--- config.mk ---
export PLATFORM = sky130hd
export DESIGN_NAME = rot_share_ctrl_flat
export DESIGN_NICKNAME = d
export VERILOG_FILES = /design/src/rtl/rot_share_ctrl_pkg.sv /design/src/rtl/rot_share_ctrl_if.sv /design/src/rtl/rot_op_decode.sv /design/src/rtl/rot_share_ctrl.sv /design/src/flat_wrapper.sv
export SDC_FILE = /design/constraint.sdc
export NUM_CORES = 1
export LEC_CHECK = 0
export BUFFER_PORTS_ARGS = -buffer_cell sky130_fd_sc_hd__buf_2
export CORE_MARGIN = 2
export CORE_UTILIZATION = 40
export DETAILED_ROUTE_END_ITERATION = 16
export SYNTH_ARGS = -nofsm -noshare
export SYNTH_HDL_FRONTEND = slang
export SYNTH_SLANG_ARGS = --single-unit
export TNS_END_PERCENT = 1
--- constraint.sdc ---
create_clock -name clk -period 4.3 [get_ports clk]
set_clock_uncertainty 0.15 [all_clocks]
set_input_delay 0.43 -clock clk [delete_from_list [all_inputs] [get_ports clk]]
set_output_delay 0.43 -clock clk [all_outputs]
set_load 0.05 [all_outputs]
--- src/rtl/rot_share_ctrl_pkg.sv ---
// rot_pkg: types and constants shared by the rot_share_ctrl slice.
//   rot_op_e     : shift/rotate op codes carried on inX_op (5-7 are illegal)
//   out_state_e  : occupancy of the registered output stage
//   ROT_W        : datapath width
//   ROT_AMT_W    : width of the shift/rotate amount
package rot_pkg;

  localparam int unsigned ROT_W     = 16;
  localparam int unsigned ROT_AMT_W = 4;

  typedef enum logic [2:0] {
    OP_ROR = 3'd0,
    OP_ROL = 3'd1,
    OP_LSR = 3'd2,
    OP_LSL = 3'd3,
    OP_ASR = 3'd4
  } rot_op_e;

  typedef enum logic {
    ST_EMPTY = 1'b0,
    ST_FULL  = 1'b1
  } out_state_e;

endpackage

--- src/rtl/rot_share_ctrl_if.sv ---
// rot_share_ctrl_if: the two requester channels and the result channel.
//   in0_* / in1_*  : valid/ready request channels (op, data, amt payload)
//   out_*          : valid/ready result channel with winner id and Z/N/C/V
// Modports:
//   master : requesters and result consumer (testbench / surrounding pipeline)
//   slave  : rot_share_ctrl
interface rot_share_ctrl_if;
  import rot_pkg::*;

  logic                 in0_valid;
  logic                 in0_ready;
  logic [2:0]           in0_op;
  logic [ROT_W-1:0]     in0_data;
  logic [ROT_AMT_W-1:0] in0_amt;

  logic                 in1_valid;
  logic                 in1_ready;
  logic [2:0]           in1_op;
  logic [ROT_W-1:0]     in1_data;
  logic [ROT_AMT_W-1:0] in1_amt;

  logic                 out_valid;
  logic                 out_ready;
  logic                 out_id;
  logic [ROT_W-1:0]     out_result;
  logic                 out_z;
  logic                 out_n;
  logic                 out_c;
  logic                 out_v;

  modport master (
    output in0_valid, in0_op, in0_data, in0_amt,
    input  in0_ready,
    output in1_valid, in1_op, in1_data, in1_amt,
    input  in1_ready,
    input  out_valid, out_id, out_result, out_z, out_n, out_c, out_v,
    output out_ready
  );

  modport slave (
    input  in0_valid, in0_op, in0_data, in0_amt,
    output in0_ready,
    input  in1_valid, in1_op, in1_data, in1_amt,
    output in1_ready,
    output out_valid, out_id, out_result, out_z, out_n, out_c, out_v,
    input  out_ready
  );

endinterface

--- src/rtl/rot_op_decode.sv ---
// rot_rotr: 16-bit combinational rotate-right.
//   data in, k (rotate amount) in, rot out.
// rot_op_decode: maps ROR/ROL/LSR/LSL/ASR onto one rot_rotr instance.
//   op, data, amt in; k, rot (raw rotator output), mask (bits to be forced),
//   fill (value of the forced bits), c and v out.
module rot_rotr
  import rot_pkg::*;
(
  input  logic [ROT_W-1:0]     data,
  input  logic [ROT_AMT_W-1:0] k,
  output logic [ROT_W-1:0]     rot
);

  logic [2*ROT_W-1:0] dbl;

  // Rotating the doubled word right leaves the rotation in the low half.
  always_comb begin
    dbl = {data, data} >> k;
    rot = dbl[ROT_W-1:0];
  end

endmodule

module rot_op_decode
  import rot_pkg::*;
(
  input  logic [2:0]           op,
  input  logic [ROT_W-1:0]     data,
  input  logic [ROT_AMT_W-1:0] amt,
  output logic [ROT_AMT_W-1:0] k,
  output logic [ROT_W-1:0]     rot,
  output logic [ROT_W-1:0]     mask,
  output logic                 fill,
  output logic                 c,
  output logic                 v
);

  logic [ROT_AMT_W-1:0] neg_amt;
  logic [ROT_AMT_W-1:0] low_idx;
  logic [ROT_W-1:0]     ones;
  logic                 amt_nz;

  always_comb begin
    ones    = '1;
    // (16 - a) & 15 falls out of 4-bit wrap-around negation.
    neg_amt = ROT_AMT_W'(0) - amt;
    low_idx = amt - ROT_AMT_W'(1);
    amt_nz  = (amt != '0);

    k    = '0;
    mask = '0;
    fill = 1'b0;
    c    = 1'b0;
    v    = 1'b0;

    case (op)
      OP_ROR: k = amt;
      OP_ROL: k = neg_amt;
      OP_LSR: begin
        k    = amt;
        mask = ~(ones >> amt);
        c    = amt_nz ? data[low_idx] : 1'b0;
      end
      OP_LSL: begin
        k    = neg_amt;
        mask = ~(ones << amt);
        c    = amt_nz ? data[neg_amt] : 1'b0;
      end
      OP_ASR: begin
        k    = amt;
        mask = ~(ones >> amt);
        fill = data[ROT_W-1];
        c    = amt_nz ? data[low_idx] : 1'b0;
      end
      default: v = 1'b1;
    endcase
  end

  rot_rotr u_rotr (
    .data (data),
    .k    (k),
    .rot  (rot)
  );

endmodule

--- src/rtl/rot_share_ctrl.sv ---
// rot_share_ctrl: round-robin sharing of one rotator between two requesters,
// with a registered, flagged result on a single valid/ready output.
//   clk, rst_n          : clock, asynchronous active-low reset
//   bus (slave modport) : in0_*/in1_* request channels, out_* result channel
//   stat0_cnt/stat1_cnt : per-port accepted-grant counters
// Optional feature macro ROT_STATS_EN: when defined, the grant counters are
// built; otherwise both stat outputs are tied to zero.
module rot_share_ctrl
  import rot_pkg::*;
#(
  parameter int unsigned STAT_W = 16
) (
  input  logic              clk,
  input  logic              rst_n,
  rot_share_ctrl_if.slave   bus,
  output logic [STAT_W-1:0] stat0_cnt,
  output logic [STAT_W-1:0] stat1_cnt
);

  out_state_e state_q, state_d;

  logic                 last_grant_q;
  logic                 gnt0, gnt1, win, any_valid;
  logic                 can_accept, accept;

  logic [2:0]           sel_op;
  logic [ROT_W-1:0]     sel_data;
  logic [ROT_AMT_W-1:0] sel_amt;

  logic [ROT_AMT_W-1:0] dec_k;
  logic [ROT_W-1:0]     dec_rot, dec_mask;
  logic                 dec_fill, dec_c, dec_v;
  logic [ROT_W-1:0]     result;

  logic                 id_q;
  logic [ROT_W-1:0]     result_q;
  logic                 z_q, n_q, c_q, v_q;

  // Arbitration: on a tie the port that did not win last time goes.
  always_comb begin
    gnt0       = bus.in0_valid && (!bus.in1_valid || last_grant_q);
    gnt1       = bus.in1_valid && (!bus.in0_valid || !last_grant_q);
    win        = gnt1;
    any_valid  = bus.in0_valid || bus.in1_valid;
    can_accept = (state_q == ST_EMPTY) || bus.out_ready;
    accept     = any_valid && can_accept;

    sel_op     = win ? bus.in1_op   : bus.in0_op;
    sel_data   = win ? bus.in1_data : bus.in0_data;
    sel_amt    = win ? bus.in1_amt  : bus.in0_amt;
  end

  rot_op_decode u_decode (
    .op   (sel_op),
    .data (sel_data),
    .amt  (sel_amt),
    .k    (dec_k),
    .rot  (dec_rot),
    .mask (dec_mask),
    .fill (dec_fill),
    .c    (dec_c),
    .v    (dec_v)
  );

  always_comb begin
    result = (dec_rot & ~dec_mask) | (dec_mask & {ROT_W{dec_fill}});
  end

  // Output-stage FSM: state register.
  always_ff @(posedge clk or negedge rst_n) begin
    if (!rst_n) state_q <= ST_EMPTY;
    else        state_q <= state_d;
  end

  // Output-stage FSM: next state. A drain and refill in one cycle stays FULL.
  always_comb begin
    state_d = state_q;
    if (accept)             state_d = ST_FULL;
    else if (bus.out_ready) state_d = ST_EMPTY;
  end

  // Output-stage FSM: outputs.
  always_comb begin
    bus.out_valid = (state_q == ST_FULL);
    bus.in0_ready = gnt0 && can_accept;
    bus.in1_ready = gnt1 && can_accept;
  end

  // Result register and round-robin pointer.
  always_ff @(posedge clk or negedge rst_n) begin
    if (!rst_n) begin
      last_grant_q <= 1'b1;
      id_q         <= 1'b0;
      result_q     <= '0;
      z_q          <= 1'b0;
      n_q          <= 1'b0;
      c_q          <= 1'b0;
      v_q          <= 1'b0;
    end else if (accept) begin
      last_grant_q <= win;
      id_q         <= win;
      result_q     <= result;
      z_q          <= (result == '0);
      n_q          <= result[ROT_W-1];
      c_q          <= dec_c;
      v_q          <= dec_v;
    end
  end

  always_comb begin
    bus.out_id     = id_q;
    bus.out_result = result_q;
    bus.out_z      = z_q;
    bus.out_n      = n_q;
    bus.out_c      = c_q;
    bus.out_v      = v_q;
  end

`ifdef ROT_STATS_EN
  logic [STAT_W-1:0] cnt0_q, cnt1_q;

  always_ff @(posedge clk or negedge rst_n) begin
    if (!rst_n) begin
      cnt0_q <= '0;
      cnt1_q <= '0;
    end else if (accept) begin
      if (win) cnt1_q <= cnt1_q + STAT_W'(1);
      else     cnt0_q <= cnt0_q + STAT_W'(1);
    end
  end

  always_comb begin
    stat0_cnt = cnt0_q;
    stat1_cnt = cnt1_q;
  end
`else
  always_comb begin
    stat0_cnt = '0;
    stat1_cnt = '0;
  end
`endif

endmodule

--- src/flat_wrapper.sv ---
// flat-port wrapper written by rule: the top's interface ports become plain ports
module rot_share_ctrl_flat import rot_pkg::*;
#(
  parameter int unsigned STAT_W = 16
)
  (clk, rst_n, stat0_cnt, stat1_cnt, bus_in0_valid, bus_in0_op, bus_in0_data, bus_in0_amt, bus_in0_ready, bus_in1_valid, bus_in1_op, bus_in1_data, bus_in1_amt, bus_in1_ready, bus_out_valid, bus_out_id, bus_out_result, bus_out_z, bus_out_n, bus_out_c, bus_out_v, bus_out_ready);
  rot_share_ctrl_if bus_i ();
  input  logic clk;
  input  logic rst_n;
  output logic [STAT_W-1:0] stat0_cnt;
  output logic [STAT_W-1:0] stat1_cnt;
  input wire logic [$bits(bus_i.in0_valid)-1:0] bus_in0_valid;
  input wire logic [$bits(bus_i.in0_op)-1:0] bus_in0_op;
  input wire logic [$bits(bus_i.in0_data)-1:0] bus_in0_data;
  input wire logic [$bits(bus_i.in0_amt)-1:0] bus_in0_amt;
  output wire logic [$bits(bus_i.in0_ready)-1:0] bus_in0_ready;
  input wire logic [$bits(bus_i.in1_valid)-1:0] bus_in1_valid;
  input wire logic [$bits(bus_i.in1_op)-1:0] bus_in1_op;
  input wire logic [$bits(bus_i.in1_data)-1:0] bus_in1_data;
  input wire logic [$bits(bus_i.in1_amt)-1:0] bus_in1_amt;
  output wire logic [$bits(bus_i.in1_ready)-1:0] bus_in1_ready;
  output wire logic [$bits(bus_i.out_valid)-1:0] bus_out_valid;
  output wire logic [$bits(bus_i.out_id)-1:0] bus_out_id;
  output wire logic [$bits(bus_i.out_result)-1:0] bus_out_result;
  output wire logic [$bits(bus_i.out_z)-1:0] bus_out_z;
  output wire logic [$bits(bus_i.out_n)-1:0] bus_out_n;
  output wire logic [$bits(bus_i.out_c)-1:0] bus_out_c;
  output wire logic [$bits(bus_i.out_v)-1:0] bus_out_v;
  input wire logic [$bits(bus_i.out_ready)-1:0] bus_out_ready;
  assign bus_i.in0_valid = bus_in0_valid;
  assign bus_i.in0_op = bus_in0_op;
  assign bus_i.in0_data = bus_in0_data;
  assign bus_i.in0_amt = bus_in0_amt;
  assign bus_in0_ready = bus_i.in0_ready;
  assign bus_i.in1_valid = bus_in1_valid;
  assign bus_i.in1_op = bus_in1_op;
  assign bus_i.in1_data = bus_in1_data;
  assign bus_i.in1_amt = bus_in1_amt;
  assign bus_in1_ready = bus_i.in1_ready;
  assign bus_out_valid = bus_i.out_valid;
  assign bus_out_id = bus_i.out_id;
  assign bus_out_result = bus_i.out_result;
  assign bus_out_z = bus_i.out_z;
  assign bus_out_n = bus_i.out_n;
  assign bus_out_c = bus_i.out_c;
  assign bus_out_v = bus_i.out_v;
  assign bus_i.out_ready = bus_out_ready;
  rot_share_ctrl #(.STAT_W(STAT_W)) u_core (.clk(clk), .rst_n(rst_n), .bus(bus_i), .stat0_cnt(stat0_cnt), .stat1_cnt(stat1_cnt));
endmodule
==> results of run 1 <==
[state kept, by name, summed over array words and instances (netlist names)]
name / cells
u_core.bus.out_result: 16
u_core.bus.out_c: 1
u_core.bus.out_id: 1
u_core.bus.out_v: 1
u_core.bus.out_valid: 1
u_core.bus.out_z: 1
u_core.last_grant_q: 1
[worst paths after layout]
| path | to | cells past startpoint |
|---|---|---|
| min in group asynchronous | u_core.bus.out_c | 2 |
| setup / recovery | u_core.bus.out_z | 14 |
| hold / removal | u_core.bus.out_valid | 2 |
| setup reg to reg | u_core.bus.out_z | 14 |
| max in group asynchronous | u_core.last_grant_q | 2 |
| hold reg to reg | u_core.bus.out_result[8] | 2 |
[cell usage in the layout, fill, tap and decap left out, types with 2 or more instances in the layout]
cell | netlist | layout
nand2_1 | 33 | 33
a211o_1 | 2 | 2
mux2i_1 | 46 | 46
a31oi_1 | 8 | 8
nand2b_1 | 3 | 3
nor2_1 | 41 | 41
buf_4 | 35 | 15
a22oi_1 | 7 | 7
mux2_2 | 15 | 15
o31a_1 | 2 | 2
ha_1 | 4 | 4
buf_2 | 8 | 74
mux2i_4 | 6 | 6
xnor2_1 | 3 | 3
nand3b_1 | 2 | 2
a21o_1 | 5 | 5
conb_1 | 1 | 32
nor4_1 | 4 | 4
inv_1 | 4 | 4
clkbuf_8 | 0 | 4
mux4_2 | 5 | 5
mux4_1 | 7 | 7
o211ai_1 | 2 | 2
a21oi_1 | 31 | 31
a211oi_1 | 3 | 3
a21boi_0 | 2 | 2
o221ai_1 | 2 | 2
o31ai_1 | 4 | 4
o21a_1 | 4 | 4
nand3_1 | 15 | 15
nor3_1 | 9 | 9
o22a_1 | 3 | 3
o21ai_1 | 7 | 7
a2bb2oi_1 | 2 | 2
inv_2 | 2 | 2
o21ai_0 | 31 | 30
dfrtp_1 | 21 | 21
[critical path, cell delays in order, from the launching register on]
cell and delay [ns]:
dfstp_2 0.58, a21bo_4 0.27, buf_4 0.25, mux2i_4 0.35
ha_1 0.25, ha_1 0.23, a2bb2oi_1 0.09, buf_4 0.20
a21o_1 0.16, o32a_1 0.21, o21a_1 0.14, a2111oi_4 0.30
o2111ai_1 0.16, nor4_1 0.30, a32o_2 0.22
[metal layers]
layer / wire (um) / global-route usage [%]
met4: 87 / 3.53
met2: 5020 / 36.2
met1: 4780 / 29.9
met5: 0 / 0
met3: 560 / 1.86
[stage by stage]
stage / area [um2] / setup slack (ns) / instances
after floorplan: 3650 / 0.749 / 449
after global placement: 3870 / 0.412 / 589
after detailed placement: 3870 / 0.365 / 589
after CTS: 3940 / 0.394 / 594
after global routing: 3940 / 0.136 / 594
final: 3940 / 0.374 / 594
[final cells by class]
| type | instances | area (um2) |
|---|---|---|
| fill | 882 | 4700 |
| sequential | 22 | 552 |
| timing repair buffer | 90 | 493 |
| inverter | 7 | 31.3 |
| multi-input combinational | 363 | 2670 |
| tap | 108 | 135 |
| clock buffer | 4 | 55.1 |
[where the power goes]
part / switching (W) / internal [W]
clock network: 0.0000706 / 0.0000817
logic: 0.000738 / 0.000359
registers: 0.0000350 / 0.000274
[cells in the mapped netlist, types with 2 or more instances]
library cell / n
nor3_1: 9
mux4_1: 7
nand2_1: 33
dfrtp_1: 21
a21oi_1: 31
mux2i_4: 6
nand3b_1: 2
o211ai_1: 2
mux4_2: 5
nor4_1: 4
ha_1: 4
a21o_1: 5
o31a_1: 2
buf_6: 3
a211o_1: 2
inv_2: 2
mux2_2: 15
a22oi_1: 7
o22a_1: 3
nand2b_1: 3
a211oi_1: 3
o21ai_0: 31
a21boi_0: 2
o31ai_1: 4
xnor2_1: 3
nor2_1: 41
a31oi_1: 8
inv_1: 4
a2bb2oi_1: 2
buf_4: 35
o221ai_1: 2
mux2i_1: 46
clkbuf_1: 9
o21a_1: 4
o21ai_1: 7
buf_2: 8
nand3_1: 15
[kinds of logic after synthesis]
family                   synth area share (%)
buffers and inverters                    12.1
multiplexers                             30.4
XOR/XNOR                                0.745
adder cells (fa/ha/maj)                  1.42
AO/OA/AOI/OAI                            25.3
AND/OR/NAND/NOR                          14.4
other                                   0.106
flip-flops                               15.6
[repair_timing]
action,4_1_cts,5_1_grt
hold buffers,1,0
hold endpoints to repair,12,0
buffers inserted,0,0
endpoints found under the setup margin,0,0
==> metrics.csv, run 1 <==
stage;metric;value;unit
logic_synthesis;Avg Cell Area, Syn;8.44;um2
power_and_ir_drop;Worst VDD drop;0.000317;V
floorplan;Rows;34;
floorplan;height of the chip;97.9;um
setup_path;Setup crit end kind;flop;
logic_synthesis;#FFs+latches synth;22;
grt;Overflow after GRT;0;
logic_synthesis;post-synthesis sequential area ratio;15.6;%
layout;diode count;0;
timing;Setup violations, final;0;
drt;drc violations;0;
placement;GPL Wtd Cong;0.946;
setup_path;worst path arrival time;3.98;ns
timing;hold_ws;0.287;ns
run_status;status;completed;
timing;Setup Total Neg Slack;0;ns
logic_synthesis;synthesized instance count;418;
timing;slew margin rel.;47.9;%
setup_path;reg2reg start;u_core.last_grant_q;
setup_path;Max FO, Critical Path;13;
clock_network;Root Buffer;clkbuf_8;
min_path;HP Class;in -> reg;
job;Max Cap Viol;0;
clock_network;CTS tree;yes;
drt;starting DRC count in detailed routing;255;
setup_path;R2R Setup Slk;0.37;ns
clock_network;clk sinks;22;
logic_synthesis;number of library cell types mapped by synthesis;65;
grt;GR Util All Layers;21.3;%
grt;pin count of the biggest net entering global routing;30;
power_and_ir_drop;total chip power;0.00156;W
timing;RSZ-0062 raised after global routing;false;
setup_path;crit start category;flop;
setup_path;kind of critical path;reg -> reg;
drt;Avg WL per Cell;17.6;um
grt;vias in the first global route;3284;
floorplan;starting density of the core;40.9;%
drt;final antenna-violating net count;0;
power_and_ir_drop;power density cells;396;mW/mm2
logic_synthesis;top cell type's share of synthesized area;14.9;%
clock_network;clock tree buffer depth;2;
floorplan;core area;0.00864;mm2
logic_synthesis;Main synth FF type;dfrtp_1;
grt;first-pass GRT wire length;16.8;mm
timing;Worst Max-Slew Pin Slew;0.759;ns
setup_path;Data required, critical path;4.36;ns
logic_synthesis;synth top area cells;dfrtp_1 (15%), mux2i_1 (13%), buf_4 (7.4%), mux4_1 (5.2%), mux2_2 (4.8%);
clock_network;clock transition at the registers of the reported paths;0.09;ns
logic_synthesis;Post-synth ARST share;100;%
layout;area grow syn2layout;11.6;%
timing;Final Hold Violating Endpoints;0;
logic_synthesis;yosys warns;0;
layout;fin nets;542;
drt;Detailed Routing Iterations Pass 1;5;
clock_network;worst skew pair latency;0.26;ns
floorplan;die extent in x;97.9;um
timing;Final period util;91.3;%
layout;fin util;45.6;%
clock_network;post_cts resized;0;
timing;max-slew violation count;0;
layout;layout cell share with drive strength beyond 1;27.4;%
timing;minimum clock period;3.93;ns
power_and_ir_drop;P_leak;1.80;nW
grt;antenna violations before repair;0;
logic_synthesis;Synth area leader;dfrtp_1;
drt;WL final;10.4;mm
floorplan;I/O pins;107;
placement;I/O Buffers;74;
floorplan;die area;0.00959;mm2
setup_path;Crit. Startpoint;u_core.last_grant_q;
placement;hpwl dp;8.50;mm
min_path;Hold Crit Start;bus_in1_valid;
logic_synthesis;Syn Std Cell Area;0.00353;mm2
timing;Peak Freq;255;MHz
clock_network;total CTS buffers;3;
clock_network;# H-tree levels;1;
drt;Vias;3498;
logic_synthesis;Post-synth EDFFs;0;
drt;vias per cell;5.89;
Note: power is estimated with default switching activity, not from simulation.
==> inputs of run 2 (changes only) <==
--- a/config.mk
+++ b/config.mk
@@ -9,7 +9,9 @@
 export CORE_MARGIN = 2
 export CORE_UTILIZATION = 40
 export DETAILED_ROUTE_END_ITERATION = 16
+export PLACE_DENSITY = 0.66
 export SYNTH_ARGS = -nofsm -noshare
 export SYNTH_HDL_FRONTEND = slang
+export SYNTH_HIERARCHICAL = 1
 export SYNTH_SLANG_ARGS = --single-unit
 export TNS_END_PERCENT = 1
==> run 2 against run 1 <==
Hold slack improved by 0.036 ns. Power fell by 5.1%. Critical path depth fell by 2. Via count is 21% lower. Flip-flop and latch count unchanged.
==> metrics.csv, run 2 <==
stage;metric;value;unit;change
placement;GPL Wtd Cong;0.878;;-7.2%
power_and_ir_drop;Comb pwr share;70.4;%;about the same
logic_synthesis;top cell type's share of synthesized area;19.4;%;+4.5 points
clock_network;clk sinks;22;;unchanged
placement;hpwl dp;6.56;mm;-23%
timing;max-slew violation count;0;;unchanged
logic_synthesis;Synth area leader;mux4_2;;
drt;vias per cell;5.54;;-6.0%
placement;post-place setup slack;-0.00388;ns;-0.369 ns
floorplan;I/O pins;107;;unchanged
layout;max reg flops;16;;unchanged
logic_synthesis;post-synthesis sequential area ratio;17.0;%;+1.3 points
timing;Peak Freq;247;MHz;-3.1%
layout;diode count;0;;unchanged
timing;Worst Max-Slew Pin Slew;0.795;ns;+0.0355 ns
clock_network;postcts setup bufs;0;;unchanged
setup_path;Max FO, Critical Path;7;;-6
power_and_ir_drop;P_leak;1.64;nW;-8.8%
grt;pin count of the biggest net entering global routing;23;;-23%
drt;drc violations;0;;unchanged
power_and_ir_drop;switching power;0.000737;W;-13%
timing;Final period util;94.2;%;+2.9 points
setup_path;R2R Setup Slk;0.25;ns;-0.12 ns
logic_synthesis;synth top area cells;mux4_2 (19%), dfrtp_1 (16%), mux4_1 (9.7%), buf_4 (8.3%), mux2_2 (8.0%);;
clock_network;CTS tree;yes;;
timing;Final Hold Violating Endpoints;0;;unchanged
drt;Avg WL per Cell;16.1;um;-8.5%
logic_synthesis;Avg Cell Area, Syn;10.0;um2;+19%
setup_path;worst path arrival time;4.10;ns;+0.12 ns
setup_path;cells on worst reg2reg path;12;;-2
layout;most common cell after layout, fill and taps aside;buf_2;;
layout;fin nets;454;;-16%
layout;most frequent cells in the layout;buf_2 (74), conb_1 (32), nand2_1 (30), mux4_2 (28), mux2_2 (23);;
logic_synthesis;synth cell count leaders;buf_4 (36), nand2_1 (30), mux4_2 (28);;
job;Max Cap Viol;0;;unchanged
power_and_ir_drop;Net Sw Frac;49.8;%;-4.3 points
power_and_ir_drop;Flop pwr share;19.9;%;about the same
logic_synthesis;yosys warns;6;;+6
layout;Final Cell Area;0.00368;mm2;-6.5%
setup_path;Data required, critical path;4.35;ns;about the same
placement;I/O Buffers;74;;unchanged
logic_synthesis;Post-synth ARST share;100;%;unchanged
setup_path;Setup crit end kind;flop;;
setup_path;worst r2r dst;u_core/bus.out_z;;
run_status;status;completed;;
floorplan;core area;0.00781;mm2;-9.6%
clock_network;# H-tree levels;1;;unchanged
power_and_ir_drop;Clock power frac;9.7;%;about the same
floorplan;height of the chip;94.2;um;-3.8%
grt;Overflow after GRT;0;;unchanged
setup_path;crit start category;flop;;
timing;minimum clock period;4.05;ns;+0.125 ns
floorplan;die extent in x;94.2;um;-3.8%
logic_synthesis;Syn Std Cell Area;0.00325;mm2;-7.9%
floorplan;Rows;32;;-5.9%
grt;antenna violations before repair;0;;unchanged
layout;FILL cells;758;;-14%
layout;area grow syn2layout;13.2;%;
setup_path;kind of critical path;reg -> reg;;
logic_synthesis;number of library cell types mapped by synthesis;49;;-25%
logic_synthesis;Main synth FF type;dfrtp_1;;
drt;WL final;8.05;mm;-23%
clock_network;worst skew pair latency;0.25;ns;about the same
setup_path;reg2reg start;u_core/last_grant_q;;
grt;first-pass GRT wire length;13.3;mm;-21%
timing;Setup WS post-layout;0.249;ns;-0.125 ns
clock_network;clock transition at the registers of the reported paths;0.08;ns;about the same
setup_path;Crit. Startpoint;u_core/last_grant_q;;
timing;slew margin rel.;46.8;%;-1.1 points
logic_synthesis;top-count cell post-synth;buf_4;;
grt;vias in the first global route;2736;;-17%
floorplan;die area;0.00887;mm2;-7.6%
setup_path;Critical Path End;u_core/bus.out_z;;
timing;RSZ-0062 raised after global routing;false;;
clock_network;total CTS buffers;3;;unchanged
power_and_ir_drop;power density cells;402;mW/mm2;+1.5%
layout;Register Area;552;um2;unchanged
placement;DP Area;0.00361;mm2;-6.8%
layout;Multi-input gate area;0.00235;mm2;-12%
layout;layout cell share with drive strength beyond 1;39.7;%;+12 points
drt;final antenna-violating net count;0;;unchanged
clock_network;Root Buffer;clkbuf_8;;
drt;Detailed Routing Iterations Pass 1;4;;-1
min_path;HP Class;reg -> reg;;
drt;starting DRC count in detailed routing;176;;-31%
grt;GR Util All Layers;18.5;%;-2.8 points
logic_synthesis;synthesized instance count;324;;-22%
timing;Setup violations, final;0;;unchanged
clock_network;clock tree buffer depth;2;;unchanged
floorplan;starting density of the core;41.7;%;+0.78 points
logic_synthesis;#FFs+latches synth;22;;unchanged
logic_synthesis;Post-synth EDFFs;0;;unchanged
power_and_ir_drop;Internal;0.000742;W;+3.9%
power_and_ir_drop;Worst VDD drop;0.000155;V;-51%
drt;Vias;2768;;-21%
run 2: logic make-up after synthesis:
group                      Yosys count  share of synthesized area [%]
and+or+nand+nor                     87                           13.5
adders and majority gates            4                           1.54
AOI/OAI and AO/OA                   64                           12.8
buffers and inverters               72                           14.6
muxes                               72                           40.0
xor gates and xnor gates             2                          0.539
DFF                                 22                           17.0
other                                1                          0.115
run 2: through the flow:
stage          cells  hold WS (ns)  utilization [%]  power (W)  TNS [ns]
5_1_grt          500         0.356             47.2    0.00158         0
4_1_cts          500         0.326             47.1    0.00148         0
6_report         500         0.323             47.2    0.00148         0
3_5_place_dp     495         0.268             46.2    0.00134  -0.00388
3_3_place_gp     495         0.263             46.2    0.00132  -0.00428
2_1_floorplan    355       -0.0156                -    0.00114         0
run 2: worst max-delay path: stages, from the launching register on:
cell,delay (ns)
dfstp_2,0.39
a21boi_4,0.24
mux2_2,0.42
nor3_1,0.23
xnor2_1,0.13
o22ai_1,0.18
buf_4,0.19
mux4_1,0.66
mux4_2,0.49
mux2i_1,0.19
nand3_1,0.13
nor4_1,0.35
a32o_1,0.22
run 2: repair_timing:
action,CTS,global route
endpoints found under the hold margin,21,0
endpoints found under the setup margin,0,1
hold buffers,1,0
gates resized for setup,0,1
run 2: layout make-up:
cell class                 instances  share of cell area (%)
tap                              102                    3.47
multi-input combinational        261                    63.8
timing repair buffer              97                    14.8
sequential                        22                    15.0
clock buffer                       4                    1.50
inverter                          14                    1.43
run 2: worst min path at each step:
stage | startpoint | endpoint | slack, ns | cells past startpoint
global placement | rst_n | u_core/bus.out_id | 0.26 | 1
global route | u_core/bus.out_c | u_core/bus.out_c | 0.36 | 2
floorplan | rst_n | u_core/bus.out_c | -0.02 | 0
detailed placement | rst_n | u_core/bus.out_id | 0.27 | 1
finish | u_core/bus.out_c | u_core/bus.out_c | 0.32 | 2
CTS | u_core/bus.out_c | u_core/bus.out_c | 0.33 | 2
run 2: routing by layer:
layer / routed length, um / vias up / track usage, %
li1: - / 1313 / -
met1: 3600 / 1319 / 24.8
met2: 3980 / 127 / 32.4
met3: 391 / 9 / 1.36
met4: 78 / 0 / 4.47
met5: 0 / - / 0
run 2: power by group through the flow:
stage / clock, W / sequential, W / combinational (W)
2_1_floorplan: 0 / 0.000496 / 0.000646
3_3_place_gp: 0 / 0.000298 / 0.00102
3_5_place_dp: 0 / 0.000300 / 0.00104
4_1_cts: 0.000149 / 0.000296 / 0.00104
5_1_grt: 0.000154 / 0.000302 / 0.00112
6_report: 0.000143 / 0.000295 / 0.00104
